$ cat src/rtl/core_thermal_monitor.sv
// Per-core thermal monitor: polls a raw sensor over req/valid,
// box-car averages samples and publishes a hysteretic overtemp flag.
module core_thermal_monitor #(
  parameter int W             = 8,
  parameter int SAMPLE_PERIOD = 256,
  parameter int AVG_LOG2      = 2,
  parameter int TIMEOUT       = 64,
  parameter int HI_THRESH     = 75,
  parameter int LO_THRESH     = 70
) (
  input  logic         CLK,
  input  logic         RST,
  input  logic         in_use,
  output logic         sens_req,
  input  logic         sens_valid,
  input  logic [W-1:0] sens_data,
  output logic [W-1:0] temperature,
  output logic         temp_valid,
  output logic         overtemp,
  output logic         sens_err
);

  localparam int TW  = $clog2(SAMPLE_PERIOD);
  localparam int TOW = (TIMEOUT > 1) ? $clog2(TIMEOUT) : 1;
  localparam int CW  = (AVG_LOG2 > 0) ? AVG_LOG2 : 1;
  localparam int AW  = W + AVG_LOG2;

  localparam logic [TW-1:0]  TRELOAD = TW'(SAMPLE_PERIOD - 1);
  localparam logic [TOW-1:0] TOLAST  = TOW'(TIMEOUT - 1);
  localparam logic [CW-1:0]  CLAST   = CW'((1 << AVG_LOG2) - 1);
  localparam logic [W-1:0]   HI      = W'(HI_THRESH);
  localparam logic [W-1:0]   LO      = W'(LO_THRESH);

  typedef enum logic [1:0] {
    S_IDLE = 2'd0,
    S_REQ  = 2'd1,
    S_UPD  = 2'd2
  } state_t;

  state_t         r_state;
  state_t         w_next;
  logic [TW-1:0]  r_timer;
  logic [TOW-1:0] r_to_cnt;
  logic [AW-1:0]  r_acc;
  logic [CW-1:0]  r_smp_cnt;
  logic           r_in_use_q;
  logic [W-1:0]   r_sample;
  logic [W-1:0]   r_temp;
  logic           r_tvalid;
  logic           r_ovt;
  logic           r_err;

  logic           w_rise;
  logic           w_xfer;
  logic           w_tout;
  logic           w_last;
  logic [AW-1:0]  w_sum;
  logic [W-1:0]   w_avg;

  assign w_rise = in_use & ~r_in_use_q;
  assign w_xfer = (r_state == S_REQ) & sens_valid;
  assign w_tout = (r_state == S_REQ) & ~sens_valid
                & (r_to_cnt == TOLAST);
  assign w_sum  = r_acc + AW'(r_sample);
  assign w_avg  = W'(w_sum >> AVG_LOG2);
  assign w_last = (r_smp_cnt == CLAST);

  assign sens_req    = (r_state == S_REQ);
  assign temperature = r_temp;
  assign temp_valid  = r_tvalid;
  assign overtemp    = r_ovt;
  assign sens_err    = r_err;

  // state register
  always_ff @(posedge CLK or posedge RST) begin
    if (RST) r_state <= S_IDLE;
    else     r_state <= w_next;
  end

  // next-state decode
  always_comb begin
    w_next = r_state;
    unique case (r_state)
      S_IDLE: if (r_timer == '0) w_next = S_REQ;
      S_REQ: begin
        if (w_xfer)      w_next = S_UPD;
        else if (w_tout) w_next = S_IDLE;
      end
      S_UPD:   w_next = S_IDLE;
      default: w_next = S_IDLE;
    endcase
  end

  // timers, accumulator and published results
  always_ff @(posedge CLK or posedge RST) begin
    if (RST) begin
      r_timer    <= '0;
      r_to_cnt   <= '0;
      r_acc      <= '0;
      r_smp_cnt  <= '0;
      r_in_use_q <= 1'b0;
      r_sample   <= '0;
      r_temp     <= '0;
      r_tvalid   <= 1'b0;
      r_ovt      <= 1'b0;
      r_err      <= 1'b0;
    end else begin
      r_in_use_q <= in_use;
      unique case (r_state)
        S_IDLE: begin
          if (w_rise)
            r_timer <= '0;
          else if (r_timer != '0)
            r_timer <= r_timer - 1'b1;
          if (r_timer == '0)
            r_to_cnt <= '0;
        end
        S_REQ: begin
          if (w_xfer) begin
            r_sample <= sens_data;
          end else if (w_tout) begin
            r_err   <= 1'b1;
            r_timer <= TRELOAD;
          end else begin
            r_to_cnt <= r_to_cnt + 1'b1;
          end
        end
        S_UPD: begin
          r_err   <= 1'b0;
          r_timer <= TRELOAD;
          if (w_last) begin
            r_temp    <= w_avg;
            r_acc     <= '0;
            r_smp_cnt <= '0;
            r_tvalid  <= 1'b1;
            if (w_avg > HI)      r_ovt <= 1'b1;
            else if (w_avg < LO) r_ovt <= 1'b0;
          end else begin
            r_acc     <= w_sum;
            r_smp_cnt <= r_smp_cnt + 1'b1;
          end
        end
        default: ;
      endcase
    end
  end

endmodule

$ cat config.mk
export PLATFORM = sky130hd
export DESIGN_NAME = core_thermal_monitor
export DESIGN_NICKNAME = d
export VERILOG_FILES = /design/src/rtl/core_thermal_monitor.sv
export SDC_FILE = /design/constraint.sdc
export NUM_CORES = 1
export LEC_CHECK = 0
export ABC_AREA = 1
export CAP_MARGIN = 20
export CORE_MARGIN = 2
export CORE_UTILIZATION = 50
export CTS_CLUSTER_DIAMETER = 50
export CTS_CLUSTER_SIZE = 24
export DETAILED_ROUTE_END_ITERATION = 8
export PLACE_DENSITY = 0.82
export SETUP_SLACK_MARGIN = 0.3
export SYNTH_ARGS = -nofsm -noshare
export SYNTH_HDL_FRONTEND = slang
export SYNTH_SLANG_ARGS = --single-unit
export TNS_END_PERCENT = 1
$ cat constraint.sdc
create_clock -name CLK -period 4.88 [get_ports CLK]
set_clock_uncertainty 0.1 [all_clocks]
set_input_delay 0.488 -clock CLK [delete_from_list [all_inputs] [get_ports CLK]]
set_output_delay 0.488 -clock CLK [all_outputs]
set_load 0.005 [all_outputs]
==> summary.txt, run 1 <==
antenna violations before repair = 0
Port Buffers = 23
Post-Synthesis Cells = 322
Via density = 5.254
number of synthesized flops with an enable pin = 0
post-CTS sizing = 0
die width = 77.13 µm
Root Driver = clkbuf_8
unrepaired setup endpoints after global routing = no
Clk Latency, worst-skew pair = 0.31 ns
fill count = 474
Max Slew Vio Count = 0
Vias = 2,212
clock buffer depth = 2
Starting Density = 0.5202
# DRC = 0
crit path time final = 2.417 ns
Critical Path End Type = output pin
worst path required time = 4.29 ns
status = completed
router iterations before antenna repair = 4
PwrDens = 617.8 nW/µm²
dpl hpwl = 4033 µm
CTS tree = done
die area = 5948 µm²
TritonCTS Buffers = 5
Worst Max-Slew Pin Slew = 0.5178 ns
Slew HR = 0.6539
maximum VDD drop = 284.2 µV
CTS Hold Bufs = 0
I/O pins = 24
Hold WC Path Type = flip-flop to flip-flop
routed len/inst = 12.71 µm
yosys warns = 0
Final Hold Violating Endpoints = 0
synth unique cells = 31
share of cells above drive strength 1 = 0.07977
Syn Nets = 351
first-pass GRT wire length = 9763 µm
Leak = 1.569 nW
kind of start point of the critical path = flip-flop
Setup CP Type = flip-flop to output pin
top_reg_cell synth = dfrtp_1
# Max-Cap Violations = 0
most common cell after layout, fill and taps aside = nand2_1
initial DRC count = 101
Critical Path AT = 1.83 ns
async set-reset flop share out of synthesis = 1.000
Post-CTS Repair Setup Buffers = 0
Die Span Y = 77.13 µm
vias in the first global route = 2,266
Tcrit/Tclk final = 0.4953
GR Overflow Total = 0
CTS H-Tree Depth = 2
Area Growth Syn to Fin = 15.40%
Setup violations, final = 0
Placer Congestion = 0.9131
#FFs+latches synth = 48
antenna viol nets, final = 0
n_diodes = 0
Final Cell Area = 3085 µm²
sequential share of the synthesized area = 0.4492
Tot GR Track Use = 0.2012
f_max = 0.4137 GHz
Post-DP Area = 2972 µm²
largest net degree at the start of global routing = 49
setup_tns = 0 ns
aggregate routed wire length = 5350 µm
Core Region = 5140 µm²
most frequent cells in the layout = nand2_1, dfrtp_1, inv_1
nets@finish = 379
clock sink count = 48
Clock Pin Slew Worst Setup and Hold Paths = 0.09 ns
Row Count = 26
crit-path max FO = 10
Mean Syn Cell Area = 8.304 µm²
mapped cell area = 2674 µm²
[final timing paths]
path | startpoint | endpoint | slack (ns) | cells after the start
worst min register to register | temperature[7]$_DFFE_PP0P_ | temperature[7]$_DFFE_PP0P_ | 0.38 | 2
worst max register to register | r_state[1]$_DFFE_PP0P_ | r_timer[7]$_DFFE_PP0P_ | 2.74 | 9
min in group asynchronous | RST | r_sample[1]$_DFFE_PP0P_ | 0.39 | 2
max in group asynchronous | RST | r_acc[6]$_DFFE_PP0P_ | 3.81 | 3
worst max-delay path | r_state[1]$_DFFE_PP0P_ | sens_req | 2.46 | 3
worst min-delay path | temperature[7]$_DFFE_PP0P_ | temperature[7]$_DFFE_PP0P_ | 0.38 | 2
[worst max-delay path: stages (launching register included)]
cell and delay [ns]:
dfrtp_1 0.43, inv_1 0.11, ha_1 0.40, clkdlybuf4s50_1 0.58
[layout make-up]
| type | count | area [µm²] | share of cell area |
|---|---|---|---|
| repair buffers | 24 | 250.2 | 0.08110 |
| well taps | 70 | 87.58 | 0.02839 |
| clock buffers | 7 | 86.33 | 0.02798 |
| flip-flops and latches | 48 | 1201 | 0.3893 |
| inverters | 51 | 191.4 | 0.06204 |
| clock inverters | 1 | 7.507 | 0.002433 |
| multi-input cells | 220 | 1261 | 0.4088 |
[power breakdown]
group / switching, W / internal (W)
registers: 0.0000957 / 0.000549
clock network: 0.000130 / 0.000115
logic: 0.000608 / 0.000409
total: 0.000833 / 0.00107
[metal layers]
layer  up-vias  track usage  share of wire
li1       1103            -              -
met1      1053       0.2449           0.46
met2        47       0.3478           0.49
met3         9      0.05412          0.037
met4         0      0.06071          0.013
met5         -            0              0
[through the flow]
step                total power [W]  instances  hold slack [ns]  utilization  setup WS [ns]
global route               0.002097        421           0.4145       0.6003          2.383
floorplan                  0.001388        322           0.3459            -          3.057
global placement           0.001611        412           0.3592       0.5781          2.744
CTS                        0.001906        420           0.3873       0.5964          2.470
detailed placement         0.001652        412           0.3661       0.5781          2.649
finish                     0.001906        421           0.3837       0.6003          2.463
[registers in the layout (all words and copies together), names as in the netlist]
| name | flops |
|---|---|
| temp_valid | 1 |
| r_timer | 8 |
| r_state | 2 |
| temperature | 8 |
| overtemp | 1 |
| r_sample | 8 |
| r_smp_cnt | 2 |
| r_to_cnt | 6 |
| sens_err | 1 |
| r_in_use_q | 1 |
| r_acc | 10 |
[cells in the mapped netlist (2+ instances only)]
cell / n / area share
a21oi_1: 10 / 0.019
nand4_1: 7 / 0.016
nor3_1: 5 / 0.0094
a22oi_1: 9 / 0.025
nand3_1: 28 / 0.052
inv_2: 3 / 0.0042
o21ai_1: 4 / 0.0075
inv_1: 48 / 0.067
nor2_1: 14 / 0.020
dfrtp_1: 48 / 0.45
nor2_4: 2 / 0.0084
mux2_2: 7 / 0.029
o21ai_0: 19 / 0.036
or2_2: 2 / 0.0047
nand2_1: 82 / 0.12
ha_1: 16 / 0.075
xor2_1: 3 / 0.0098
nand2_2: 2 / 0.0047
[cells by family after synthesis]
kind of cell,count (synthesis),synth area share
AND/OR/NAND/NOR,145,0.2457
buffers and inverters,54,0.07908
AO/OA/AOI/OAI,48,0.1044
flip-flops,48,0.4492
adder cells (fa/ha/maj),17,0.08236
multiplexers,7,0.02948
XOR/XNOR,3,0.009829
Power figures use the tool's default switching activity.
==> inputs of run 2 (changes only) <==
==> constraint.sdc (replaced) <==
create_clock -name CLK -period 2.4 [get_ports CLK]
set_clock_uncertainty 0.1 [all_clocks]
set_input_delay 0.24 -clock CLK [delete_from_list [all_inputs] [get_ports CLK]]
set_output_delay 0.24 -clock CLK [all_outputs]
set_load 0.005 [all_outputs]
==> run 2 against run 1 <==
Combinational power is 110% higher; clock-buffer cell count unchanged; die area did not move; sequential power grew 100%; clock power is 100% higher; register-to-register slack got worse by 2.3 ns; worst hold slack worse by 0.27 ns; power increased by 110%; first-iteration DRC count increased by 53%; cell count up 1.2%; global-route usage down 0.065 points; flip-flop and latch count unchanged; largest power group unchanged; highest routed layer unchanged.
==> summary.txt, run 2 (same netlist as run 1, synthesis figures left out) <==
max reg flops = 10
n_diodes = 0
pre-CTS setup slack = 0.3332 ns
nets@finish = 384
cells on worst reg2reg path = 15
critical path launch point = r_state[1]$_DFFE_PP0P_
maximum VDD drop = 606.3 µV
f_max = 0.5021 GHz
Placer Congestion = 0.9503
routed len/inst = 12.71 µm
Final Hold Violating Endpoints = 0
final setup margin = 0.4083 ns
I/O pins = 24
die width = 77.13 µm
# Max-Cap Violations = 0
clock buffer depth = 2
origin of the critical flop-to-flop path = r_acc[0]$_DFFE_PP0P_
Clock Pin Slew Worst Setup and Hold Paths = 0.09 ns
Tcrit/Tclk final = 0.8299
Setup CP Type = flip-flop to output pin
most common cell after layout, fill and taps aside = nand2_1
Max Slew Vio Count = 0
kind of start point of the critical path = flip-flop
Post-DP Area = 3009 µm²
Final Cell Area = 3122 µm²
Critical Path End Type = output pin
dpl hpwl = 4104 µm
r2r endpoint = overtemp$_DFFE_PP0P_
first-pass GRT wire length = 9708 µm
Die Span Y = 77.13 µm
CTS Hold Bufs = 0
Port Buffers = 23
Row Count = 26
Setup violations, final = 0
antenna violations before repair = 0
GR Overflow Total = 0
crit path time final = 1.992 ns
Leak = 1.587 nW
worst reg-to-reg setup slack = 0.42 ns
CTS H-Tree Depth = 2
max incr delay on CP = 0.56 ns
Starting Density = 0.5202
hold_ws = 0.1101 ns
clock sink count = 48
Hold WC Path Type = input pin to asynchronous set/reset pin
slowest CP cell = clkdlybuf4s50_1
unrepaired setup endpoints after global routing = yes
crit-path max FO = 10
Largest Register = r_acc
Slew HR = 0.6516
Worst Max-Slew Pin Slew = 0.5186 ns
most frequent cells in the layout = nand2_1, dfrtp_1, inv_1
Vias = 2,238
PwrDens = 1258 nW/µm²
worst path required time = 2.06 ns
Critical Path Sink = sens_req
CP cell instances = inv_1, ha_2, clkdlybuf4s50_1
antenna viol nets, final = 0
initial DRC count = 155
Via density = 5.254
Root Driver = clkbuf_8
Tot GR Track Use = 0.2006
Area Growth Syn to Fin = 16.75%
status = completed
router iterations before antenna repair = 4
die area = 5948 µm²
vias in the first global route = 2,253
Clk Latency, worst-skew pair = 0.30 ns
# DRC = 0
largest net degree at the start of global routing = 20
Critical Path AT = 1.65 ns
TritonCTS Buffers = 5
setup_tns = 0 ns
CTS tree = done
aggregate routed wire length = 5414 µm
share of cells above drive strength 1 = 0.1039
Core Region = 5140 µm²
-- run 2: cell types whose count changed in the layout (fill, tap and decap cells not counted) --
| cell | delta |
|---|---|
| a21oi_1 | -1 |
| a21oi_2 | +1 |
| buf_12 | -1 |
| buf_4 | +6 |
| ha_1 | -2 |
| ha_2 | +2 |
| nand2_1 | -1 |
| nand2_2 | +1 |
-- run 2: area by class of cell --
type	instances	area, µm²
fill	458	2018
inverter	51	191.4
timing repair buffer	29	275.3
clock inverter	1	7.507
tap	70	87.58
multi-input combinational	220	1272
sequential	48	1201
clock buffer	7	86.33
-- run 2: metrics by stage --
step,total power (W),instances,utilization
6_report,0.003928,426,0.6074
5_1_grt,0.004303,426,0.6074
4_1_cts,0.003919,425,0.6042
2_1_floorplan,0.002823,322,-
3_5_place_dp,0.003387,417,0.5854
3_3_place_gp,0.003292,417,0.5854
-- run 2: report_power, final --
part           total [W]  internal, W  switching [W]
logic            0.00211     0.000860        0.00125
clock network   0.000502     0.000234       0.000268
registers        0.00131      0.00112       0.000195
total            0.00393      0.00221        0.00172
-- run 2: worst min-delay path by stage --
stage | startpoint | end | slack, ns | depth (start not counted)
after global placement | temp_valid$_DFFE_PP0P_ | temp_valid$_DFFE_PP0P_ | 0.35 | 1
after global routing | RST | r_timer[7]$_DFFE_PP0P_ | 0.15 | 2
final | RST | r_timer[2]$_DFFE_PP0P_ | 0.11 | 2
after CTS | RST | r_state[1]$_DFFE_PP0P_ | 0.12 | 2
after detailed placement | temp_valid$_DFFE_PP0P_ | temp_valid$_DFFE_PP0P_ | 0.36 | 1
after floorplan | in_use | r_in_use_q$_DFF_PP0_ | 0.17 | 0
-- run 2: what timing repair did --
action,CTS,global route
endpoints found under the setup margin,1,4
pin swaps,0,1
setup buffers,0,1
resized for setup,1,3
-- run 2: layer usage --
layer | track usage | share of wire | routed length [µm] | up-vias
met1 | 0.2435 | 0.42 | 2300 | 1027
met5 | 0 | 0 | 0 | -
met3 | 0.03647 | 0.054 | 291 | 13
met4 | 0.07679 | 0.017 | 94 | 0
met2 | 0.3522 | 0.50 | 2728 | 74
li1 | - | - | - | 1124
-- run 2: critical path: cells and delay by family, from the launching register on --
kind	cells	cell delay, ns
buffers and inverters	2	0.65
adder cells (fa/ha/maj)	1	0.29
flip-flops	1	0.42
==> inputs of run 3 (changes only) <==
--- a/config.mk
+++ b/config.mk
@@ -12,7 +12,7 @@
 export CTS_CLUSTER_DIAMETER = 50
 export CTS_CLUSTER_SIZE = 24
 export DETAILED_ROUTE_END_ITERATION = 8
-export PLACE_DENSITY = 0.82
+export PLACE_DENSITY = 0.85
 export SETUP_SLACK_MARGIN = 0.3
 export SYNTH_ARGS = -nofsm -noshare
 export SYNTH_HDL_FRONTEND = slang
==> constraint.sdc (replaced) <==
create_clock -name CLK -period 1.7 [get_ports CLK]
set_clock_uncertainty 0.1 [all_clocks]
set_input_delay 0.17 -clock CLK [delete_from_list [all_inputs] [get_ports CLK]]
set_output_delay 0.17 -clock CLK [all_outputs]
set_load 0.005 [all_outputs]
==> run 3 against run 2 <==
Worst hold slack worse by 0.047 ns; register-to-register slack worse by 0.60 ns; critical path type is now flip-flop to flip-flop; clock-buffer cell count down 1; worst setup slack lost 0.59 ns; wire length grew 21%; non-clock buffer count increased by 35; the run now ends with setup timing left.
==> summary.txt, run 3 (same netlist as run 1, synthesis figures left out) <==
Crit path max-delay family = simple AND/OR/NAND/NOR gates
clock share of power = 0.102
# DRC = 0
nets@finish = 419
PwrDens = 1907 nW/µm²
Post-DP Area = 3267 µm²
met2 GRT Util = 0.4104
worst path required time = 1.80 ns
worst reg-to-reg setup slack = -0.18 ns
final setup margin = -0.1811 ns
GR peak layer = met2
slowest CP cell = dfrtp_1
met1 Use GR = 0.2533
Core Region = 5140 µm²
Slew HR = 0.7134
router iterations before antenna repair = 7
Tot GR Track Use = 0.2200
share of cells above drive strength 1 = 0.2839
Root Driver = clkbuf_8
area occupied by multi-input gates = 1455 µm²
Setup violations, final = 11
most common cell after layout, fill and taps aside = nand2_1
Die Span Y = 77.13 µm
# Max-Cap Violations = 0
setup_tns = -1.078 ns
status = finished, violations left
Tot Pwr = 0.006893 W
violated checks = setup timing
antenna violations before repair = 0
dpl hpwl = 4493 µm
I/O pins = 24
Max Slew Vio Count = 0
vias in the first global route = 2,431
Critical Path End Type = flip-flop
fill count = 391
Final Hold Violating Endpoints = 0
Final Cell Area = 3615 µm²
die area = 5948 µm²
first-pass GRT wire length = 10,540 µm
most frequent cells in the layout = nand2_1, dfrtp_1, inv_1
antenna viol nets, final = 0
Comb power frac = 0.619
Via density = 5.354
Vias = 2,468
max reg flops = 10
die width = 77.13 µm
Clock Pin Slew Worst Setup and Hold Paths = 0.09 ns
Reg area = 1201 µm²
Tcrit/Tclk final = 1.107
switching power = 0.002963 W
unrepaired setup endpoints after global routing = yes
Worst Max-Slew Pin Slew = 0.4266 ns
Area Growth Syn to Fin = 35.19%
origin of the critical flop-to-flop path = r_acc[0]$_DFFE_PP0P_
Setup CP Type = flip-flop to flip-flop
max incr delay on CP = 0.38 ns
n_diodes = 0
CTS H-Tree Depth = 2
Flop pwr share = 0.279
Hold WC Path Type = input pin to asynchronous set/reset pin
Clk Latency, worst-skew pair = 0.31 ns
clock buffer depth = 2
Row Count = 26
crit-path max FO = 2
Leak = 1.949 nW
maximum VDD drop = 1144 µV
CP cell instances = ha_2, inv_2, fa_2, inv_2, nand3_1, nand3_1, nand2_2, nand3_2, nand2_1, inv_1, nand3_1, nand2_1, nand2_1
Switching Fraction = 0.4298
cells on worst reg2reg path = 13
Core Util, Final = 0.7033
CTS tree = done
Largest Register = r_acc
Starting Density = 0.5202
r2r endpoint = overtemp$_DFFE_PP0P_
GR Overflow Total = 0
routed len/inst = 14.15 µm
initial DRC count = 166
largest net degree at the start of global routing = 23
clock sink count = 48
Global Route met3 Usage = 0.03412
WP buf/inv = 3
f_max = 0.5316 GHz
aggregate routed wire length = 6525 µm
kind of start point of the critical path = flip-flop
hold_ws = 0.06340 ns
crit path time final = 1.881 ns
TritonCTS Buffers = 5
Placer Congestion = 0.9362
Port Buffers = 23
Int Power = 0.003930 W
Critical Path AT = 1.98 ns
run 3: metrics by stage:
step,worst slack (ns),cells
floorplan,-0.05916,322
global placement,-0.09953,449
detailed placement,-0.1459,449
CTS,-0.1419,459
global route,-0.3265,461
finish,-0.1811,461
run 3: layout make-up:
| cell class | instances | share of cell area |
|---|---|---|
| multi-input combinational | 220 | 0.4026 |
| sequential | 48 | 0.3323 |
| timing repair buffer | 64 | 0.1616 |
| inverter | 51 | 0.05365 |
| tap | 70 | 0.02423 |
| clock buffer | 6 | 0.02285 |
| clock inverter | 2 | 0.002769 |
run 3: power by group through the flow:
| stage | Sequential [W] | Combinational, W | Clock (W) |
|---|---|---|---|
| final | 0.00192 | 0.00427 | 0.000705 |
| after global routing | 0.00198 | 0.00470 | 0.000760 |
| after CTS | 0.00189 | 0.00389 | 0.000715 |
| after detailed placement | 0.00186 | 0.00352 | 0 |
| after global placement | 0.00183 | 0.00338 | 0 |
| after floorplan | 0.00181 | 0.00218 | 0 |
run 3: how the worst max path moves through the flow:
| stage | from | endpoint | slack, ns | depth (start not counted) |
|---|---|---|---|---|
| 2_1_floorplan | r_acc[0]$_DFFE_PP0P_ | overtemp$_DFFE_PP0P_ | -0.06 | 15 |
| 3_3_place_gp | r_acc[4]$_DFFE_PP0P_ | overtemp$_DFFE_PP0P_ | -0.1 | 10 |
| 6_report | r_acc[0]$_DFFE_PP0P_ | overtemp$_DFFE_PP0P_ | -0.18 | 13 |
| 3_5_place_dp | r_acc[5]$_DFFE_PP0P_ | r_acc[8]$_DFFE_PP0P_ | -0.15 | 9 |
| 5_1_grt | r_sample[0]$_DFFE_PP0P_ | overtemp$_DFFE_PP0P_ | -0.33 | 13 |
| 4_1_cts | r_acc[0]$_DFFE_PP0P_ | overtemp$_DFFE_PP0P_ | -0.14 | 15 |
run 3: what timing repair did:
action | CTS | global route
resized for setup | 32 | 36
setup buffers | 2 | 2
hold buffers | 0 | 0
endpoints found under the setup margin | 59 | 59
pin swaps | 9 | 7
run 3: routing by layer:
layer | vias up | wire [µm]
li1 | 1195 | -
met2 | 74 | 3428
met3 | 15 | 316
met5 | - | 0
met1 | 1184 | 2653
met4 | 0 | 126
